### config.mk
export PLATFORM = sky130hd
export DESIGN_NAME = multi_cycle_ctrl
export DESIGN_NICKNAME = d
export VERILOG_FILES = /design/src/rtl/mcc_pkg.sv /design/src/rtl/mcc_decode.sv /design/src/rtl/multi_cycle_ctrl.sv
export SDC_FILE = /design/constraint.sdc
export NUM_CORES = 1
export LEC_CHECK = 0
export ABC_AREA = 1
export BUFFER_PORTS_ARGS = -buffer_cell sky130_fd_sc_hd__buf_2
export CAP_MARGIN = 0
export CORE_MARGIN = 2
export CORE_UTILIZATION = 35
export DETAILED_ROUTE_END_ITERATION = 16
export PLACE_DENSITY = 0.67
export SYNTH_ARGS = -nofsm -noshare
export SYNTH_HDL_FRONTEND = slang
export SYNTH_SLANG_ARGS = --single-unit
### constraint.sdc
create_clock -name clk -period 1.3 [get_ports clk]
set_input_delay 0.195 -clock clk [delete_from_list [all_inputs] [get_ports clk]]
set_output_delay 0.195 -clock clk [all_outputs]
set_load 0.005 [all_outputs]
### src/rtl/mcc_pkg.sv
// Shared encodings for the multi-cycle controller: states, opcodes, select codes
// and the decoded-instruction record passed from mcc_decode to the FSM.
package mcc_pkg;
  localparam int MCC_OP_W    = 6;
  localparam int MCC_ALUOP_W = 3;

  typedef enum logic [2:0] {
    S_IF  = 3'b000,
    S_ID  = 3'b001,
    S_EXE = 3'b010,
    S_MEM = 3'b011,
    S_WB  = 3'b100
  } state_t;

  localparam logic [MCC_OP_W-1:0] OP_ADD  = 6'b000000;
  localparam logic [MCC_OP_W-1:0] OP_SUB  = 6'b000001;
  localparam logic [MCC_OP_W-1:0] OP_ADDI = 6'b000010;
  localparam logic [MCC_OP_W-1:0] OP_OR   = 6'b010000;
  localparam logic [MCC_OP_W-1:0] OP_AND  = 6'b010001;
  localparam logic [MCC_OP_W-1:0] OP_ORI  = 6'b010010;
  localparam logic [MCC_OP_W-1:0] OP_SLL  = 6'b011000;
  localparam logic [MCC_OP_W-1:0] OP_SW   = 6'b100110;
  localparam logic [MCC_OP_W-1:0] OP_LW   = 6'b100111;
  localparam logic [MCC_OP_W-1:0] OP_BEQ  = 6'b110000;
  localparam logic [MCC_OP_W-1:0] OP_BNE  = 6'b110001;
  localparam logic [MCC_OP_W-1:0] OP_J    = 6'b111000;
  localparam logic [MCC_OP_W-1:0] OP_JR   = 6'b111001;
  localparam logic [MCC_OP_W-1:0] OP_JAL  = 6'b111010;
  localparam logic [MCC_OP_W-1:0] OP_HALT = 6'b111111;

  localparam logic [MCC_ALUOP_W-1:0] ALU_ADD = 3'b000;
  localparam logic [MCC_ALUOP_W-1:0] ALU_SUB = 3'b001;
  localparam logic [MCC_ALUOP_W-1:0] ALU_SLL = 3'b010;
  localparam logic [MCC_ALUOP_W-1:0] ALU_OR  = 3'b011;
  localparam logic [MCC_ALUOP_W-1:0] ALU_AND = 3'b100;

  localparam logic [1:0] PC_SEQ = 2'b00;
  localparam logic [1:0] PC_BR  = 2'b01;
  localparam logic [1:0] PC_RS  = 2'b10;
  localparam logic [1:0] PC_JMP = 2'b11;

  localparam logic [1:0] RD_RA = 2'b00;
  localparam logic [1:0] RD_RT = 2'b01;
  localparam logic [1:0] RD_RD = 2'b10;

  // Instruction class picks the state path; the rest are static datapath selects.
  typedef enum logic [2:0] {
    CLS_ALU, CLS_LW, CLS_SW, CLS_BR, CLS_JMP, CLS_HALT, CLS_NOP
  } cls_t;

  typedef struct packed {
    cls_t                   cls;
    logic                   alusrca;
    logic                   alusrcb;
    logic                   extsel;
    logic [MCC_ALUOP_W-1:0] aluop;
    logic                   alum2reg;
    logic [1:0]             regdst;
    logic                   wrpcsrc;
    logic [1:0]             jsrc;
    logic                   bne;
  } dec_t;
endpackage

### src/rtl/mcc_decode.sv
// Combinational opcode decode: instruction class plus the static datapath selects.
module mcc_decode
  import mcc_pkg::*;
(
  input  logic [MCC_OP_W-1:0] op,
  output dec_t                dec
);
  always_comb begin
    dec     = '0;
    dec.cls = CLS_NOP;
    case (op)
      OP_ADD:  begin dec.cls = CLS_ALU; dec.regdst = RD_RD; end
      OP_SUB:  begin dec.cls = CLS_ALU; dec.regdst = RD_RD; dec.aluop = ALU_SUB; end
      OP_ADDI: begin dec.cls = CLS_ALU; dec.regdst = RD_RT; dec.alusrcb = 1'b1; dec.extsel = 1'b1; end
      OP_OR:   begin dec.cls = CLS_ALU; dec.regdst = RD_RD; dec.aluop = ALU_OR; end
      OP_AND:  begin dec.cls = CLS_ALU; dec.regdst = RD_RD; dec.aluop = ALU_AND; end
      OP_ORI:  begin dec.cls = CLS_ALU; dec.regdst = RD_RT; dec.alusrcb = 1'b1; dec.aluop = ALU_OR; end
      OP_SLL:  begin dec.cls = CLS_ALU; dec.regdst = RD_RD; dec.alusrca = 1'b1; dec.aluop = ALU_SLL; end
      OP_SW:   begin dec.cls = CLS_SW; dec.alusrcb = 1'b1; dec.extsel = 1'b1; end
      OP_LW:   begin
        dec.cls = CLS_LW; dec.alusrcb = 1'b1; dec.extsel = 1'b1;
        dec.alum2reg = 1'b1; dec.regdst = RD_RT;
      end
      OP_BEQ:  begin dec.cls = CLS_BR; dec.extsel = 1'b1; dec.aluop = ALU_SUB; end
      OP_BNE:  begin dec.cls = CLS_BR; dec.extsel = 1'b1; dec.aluop = ALU_SUB; dec.bne = 1'b1; end
      OP_J:    begin dec.cls = CLS_JMP; dec.jsrc = PC_JMP; end
      OP_JR:   begin dec.cls = CLS_JMP; dec.jsrc = PC_RS; end
      OP_JAL:  begin
        dec.cls = CLS_JMP; dec.jsrc = PC_JMP; dec.wrpcsrc = 1'b1; dec.regdst = RD_RA;
      end
      OP_HALT: dec.cls = CLS_HALT;
      default: ;
    endcase
  end
endmodule

### src/rtl/multi_cycle_ctrl.sv
// Multi-cycle control FSM: walks IF/ID/EXE/MEM/WB per instruction class and
// drives the datapath strobes combinationally from (state, opCode, zero).
module multi_cycle_ctrl
  import mcc_pkg::*;
#(
  parameter int OP_W    = 6,
  parameter int ALUOP_W = 3
) (
  input  logic               clk,
  input  logic               Reset,
  input  logic [OP_W-1:0]    opCode,
  input  logic               zero,
  output logic [2:0]         state,
  output logic               PCWre,
  output logic               IRWre,
  output logic               InsMemRW,
  output logic               ALUSrcA,
  output logic               ALUSrcB,
  output logic               ExtSel,
  output logic [ALUOP_W-1:0] ALUOp,
  output logic               RD,
  output logic               WR,
  output logic               ALUM2Reg,
  output logic [1:0]         RegDst,
  output logic               WrPCSrc,
  output logic               RegWre,
  output logic [1:0]         PCSrc,
  output logic               halted
);
  state_t st, st_nxt;
  dec_t   dec;
  logic   last, taken;

  mcc_decode u_dec (.op(opCode), .dec(dec));

  assign taken = dec.bne ? ~zero : zero;

  // Final state of each path; the PC is loaded exactly there.
  always_comb begin
    last = 1'b0;
    case (st)
      S_ID:    last = (dec.cls == CLS_JMP) || (dec.cls == CLS_NOP);
      S_EXE:   last = (dec.cls == CLS_BR);
      S_MEM:   last = (dec.cls == CLS_SW);
      S_WB:    last = 1'b1;
      default: last = 1'b0;
    endcase
  end

  always_comb begin
    st_nxt = S_IF;
    case (st)
      S_IF:  st_nxt = S_ID;
      S_ID:  begin
        if (dec.cls == CLS_HALT) st_nxt = S_ID;
        else if (dec.cls == CLS_JMP || dec.cls == CLS_NOP) st_nxt = S_IF;
        else st_nxt = S_EXE;
      end
      S_EXE: begin
        case (dec.cls)
          CLS_ALU:        st_nxt = S_WB;
          CLS_LW, CLS_SW: st_nxt = S_MEM;
          default:        st_nxt = S_IF;
        endcase
      end
      S_MEM:   st_nxt = (dec.cls == CLS_LW) ? S_WB : S_IF;
      default: st_nxt = S_IF;
    endcase
  end

  always_ff @(posedge clk) begin
    if (Reset) st <= S_IF;
    else       st <= st_nxt;
  end

  // Write strobes are masked during the reset cycle so an abandoned instruction leaves no trace.
  always_comb begin
    state    = st;
    halted   = !Reset && (st == S_ID) && (dec.cls == CLS_HALT);
    PCWre    = !Reset && last;
    IRWre    = !Reset && (st == S_IF);
    InsMemRW = (st == S_IF);
    RegWre   = !Reset && ((st == S_WB) || (st == S_ID && dec.cls == CLS_JMP && dec.wrpcsrc));
    RD       = !Reset && (st == S_MEM) && (dec.cls == CLS_LW);
    WR       = !Reset && (st == S_MEM) && (dec.cls == CLS_SW);
    PCSrc    = PC_SEQ;
    if (st == S_ID && dec.cls == CLS_JMP)             PCSrc = dec.jsrc;
    else if (st == S_EXE && dec.cls == CLS_BR && taken) PCSrc = PC_BR;
    ALUSrcA  = dec.alusrca;
    ALUSrcB  = dec.alusrcb;
    ExtSel   = dec.extsel;
    ALUOp    = dec.aluop;
    ALUM2Reg = dec.alum2reg;
    RegDst   = dec.regdst;
    WrPCSrc  = dec.wrpcsrc;
  end
endmodule
==> summary.txt <==
Layout Cells excl Fill -> 189
Final nets -> 184
Number of H-tree levels -> 1
Outcome -> finished, violations left
Placement Setup Slack -> -0.211 ns
Mapped Area -> 518 um2
Core area -> 1330 um2
CTS tree -> built
Class of the worst hold path -> input pin to flop
Reg-to-Reg End -> state[0]$_SDFF_PP0_
Setup Skew -> 0.00349 ns
P&R area growth vs syn -> 133%
Starting Density -> 38.8%
CP startpoint kind -> input pin
Syn_nets -> 116
Num rows -> 13
Top cells by count, synth -> 23 x inv_1, 23 x nand2_1, 21 x nor2_1, 15 x nand3_1, 6 x nor3_1
Warnings from Yosys -> 0
Dpl cell area -> 850 um2
DP HPWL -> 1440 um
Min Clock Period, post-route -> 1.64 ns
#FFs+latches synth -> 3
Critical Path AT -> 1.45 ns
CP max FO -> 6
Fin Hold WS -> 0.271 ns
Max Cap Violations -> 0
Total routed wirelength -> 3180 um
Vias per cell -> 5.77
Setup-failing EPs final -> 14
Final Hold Viols -> 0
Worst r2r path cells -> 10
Prevailing post-synth register cell -> dfxtp_1
Inst Count DP -> 173
Initial antenna violation count -> 0
Wire per inst -> 16.8 um
Pin count of the biggest net entering global routing -> 10
Worst skew pair latency -> 0.24 ns
Maximum VDD drop -> 0.000400 V
Multi-input gate area -> 539 um2
Max reg flops -> 3
Critical path, cell by cell -> buf_8, nor2_4, nand3_2, nor2_1, nor2_1, nand3_1, nand2_1, nand2_1, nand3_1, nand2_1, inv_1, buf_2
CP Class -> input pin to output pin
Clock Path Buffers -> 2
ANT nets after route -> 0
DRC errors left -> 0
Synth area leader -> inv_1
Post-synth EDFFs -> 0
Vias in the first global route -> 894
Number of fill cells in the layout -> 63
Register area -> 66.3 um2
Share of post-route cells with drive strength above 1 -> 69.5%
Reg-to-reg startpoint -> state[1]$_SDFF_PP0_
Cells after Synth -> 107
Failing checks -> setup timing
TritonCTS Buffers -> 3
Sinks on Clock Net -> 3
Post-synth cell types -> 15
IO buf count -> 30
Tcrit/Tclk final -> 126%
R2R Setup Slk -> -0.23 ns
Worst Hold Depth -> 2
RSZ-0062 raised after global routing -> yes
Clock slew at reported path FFs -> 0.04 ns
Die Ht -> 42.5 um
Root buffer cell -> clkbuf_4
Slew Limit Fails -> 0
Slew @ Worst Pin -> 0.251 ns
Min-delay src -> Reset
Iteration-0 DRC Markers -> 59
Register area share after synthesis -> 11.6%
Overall Global Routing Usage -> 28.2%
PnR worst setup slack -> -0.343 ns
Grt total ovfl -> 0
Critical Path RT -> 1.11 ns
First-pass GRT wire length -> 3910 um
CP Capture Type -> output pin
Max incr delay on CP -> 0.23 ns
PwrDens -> 445 nW/um2
Largest cells by area after synthesis -> inv_1 17%, nand2_1 17%, nor2_1 15%
Via count -> 1090
Slew headroom -> 83.2%
Fin area -> 1200 um2
CTS Hold Bufs -> 0
Yosys top cell area share -> 16.7%
DIE WIDTH -> 42.5 um
Routability cong. -> 0.891
Die area -> 1800 um2
Max Freq -> 0.609 GHz
Syn_area_per_cell -> 4.84 um2
CP dominant cell by count -> nand2_1
Util after Layout -> 90.3%
Number of diodes -> 0
Worst Hold End -> state[1]$_SDFF_PP0_
FFs w/ async S/R, synth -> 0%
Ports -> 31
Drt pass-1 iters -> 4
Leakage -> 0.691 nW
Crit-path slowest cell -> nor2_4
cell families after synthesis:
kind of cell	synth area share, %
flops	11.6
simple gates	62.8
buf+inv	18.1
compound gates	7.49
per-layer routing:
layer  global-route usage (%)  wire [um]  vias to the layer above
met4                     12.5        165                        0
met5                        0          0                        -
li1                         -          -                      475
met3                     6.90        318                       28
met2                     47.1       1510                       88
met1                     33.8       1180                      499
timing repair:
action                     4_1_cts  5_1_grt
pin swaps                       10       14
gates resized for setup         25       58
setup endpoints to repair       12       20
buffers inserted                11        2
cell usage in the layout (no fill, tap or decap), drive strengths merged:
| cell | instances |
|---|---|
| nand3 | 15 |
| or2 | 1 |
| a31oi | 1 |
| dfxtp | 3 |
| inv | 23 |
| nor2 | 23 |
| o31ai | 1 |
| nand2 | 24 |
| clkbuf | 6 |
| nand4 | 4 |
| buf | 62 |
| a21oi | 5 |
| nor3 | 6 |
worst max-delay path, delay by kind of cell:
family                 cells  cell delay, ns
buffers and inverters      3            0.27
and+or+nand+nor            9            0.98
area by class of cell:
cell class,instances,area share (%)
Tap cell,15,1.56
Sequential cell,3,5.50
Inverter,23,7.79
Clock buffer,4,2.18
Multi-Input combinational cell,80,44.8
Timing Repair Buffer,64,38.2
power by group:
group	switching (mW)	internal (mW)	total, mW
registers	0.00733	0.0967	0.104
clock network	0.0598	0.116	0.176
logic	0.143	0.113	0.256
through the flow:
stage / setup TNS, ns / total power, mW
2_1_floorplan: 0 / 0.178
6_report: -2.45 / 0.536
4_1_cts: -1.54 / 0.469
3_5_place_dp: -0.457 / 0.259
5_1_grt: -3.28 / 0.564
3_3_place_gp: -0.318 / 0.256
worst max path at each step:
stage / startpoint / endpoint / slack (ns)
final: opCode[2] / PCWre / -0.34
after global routing: state[1]$_SDFF_PP0_ / PCWre / -0.41
after CTS: state[0]$_SDFF_PP0_ / RegWre / -0.25
after detailed placement: opCode[5] / PCWre / -0.21
after global placement: opCode[5] / PCWre / -0.19
after floorplan: state[0]$_SDFF_PP0_ / RegWre / 0.03
(Power assumes the default switching activity.)
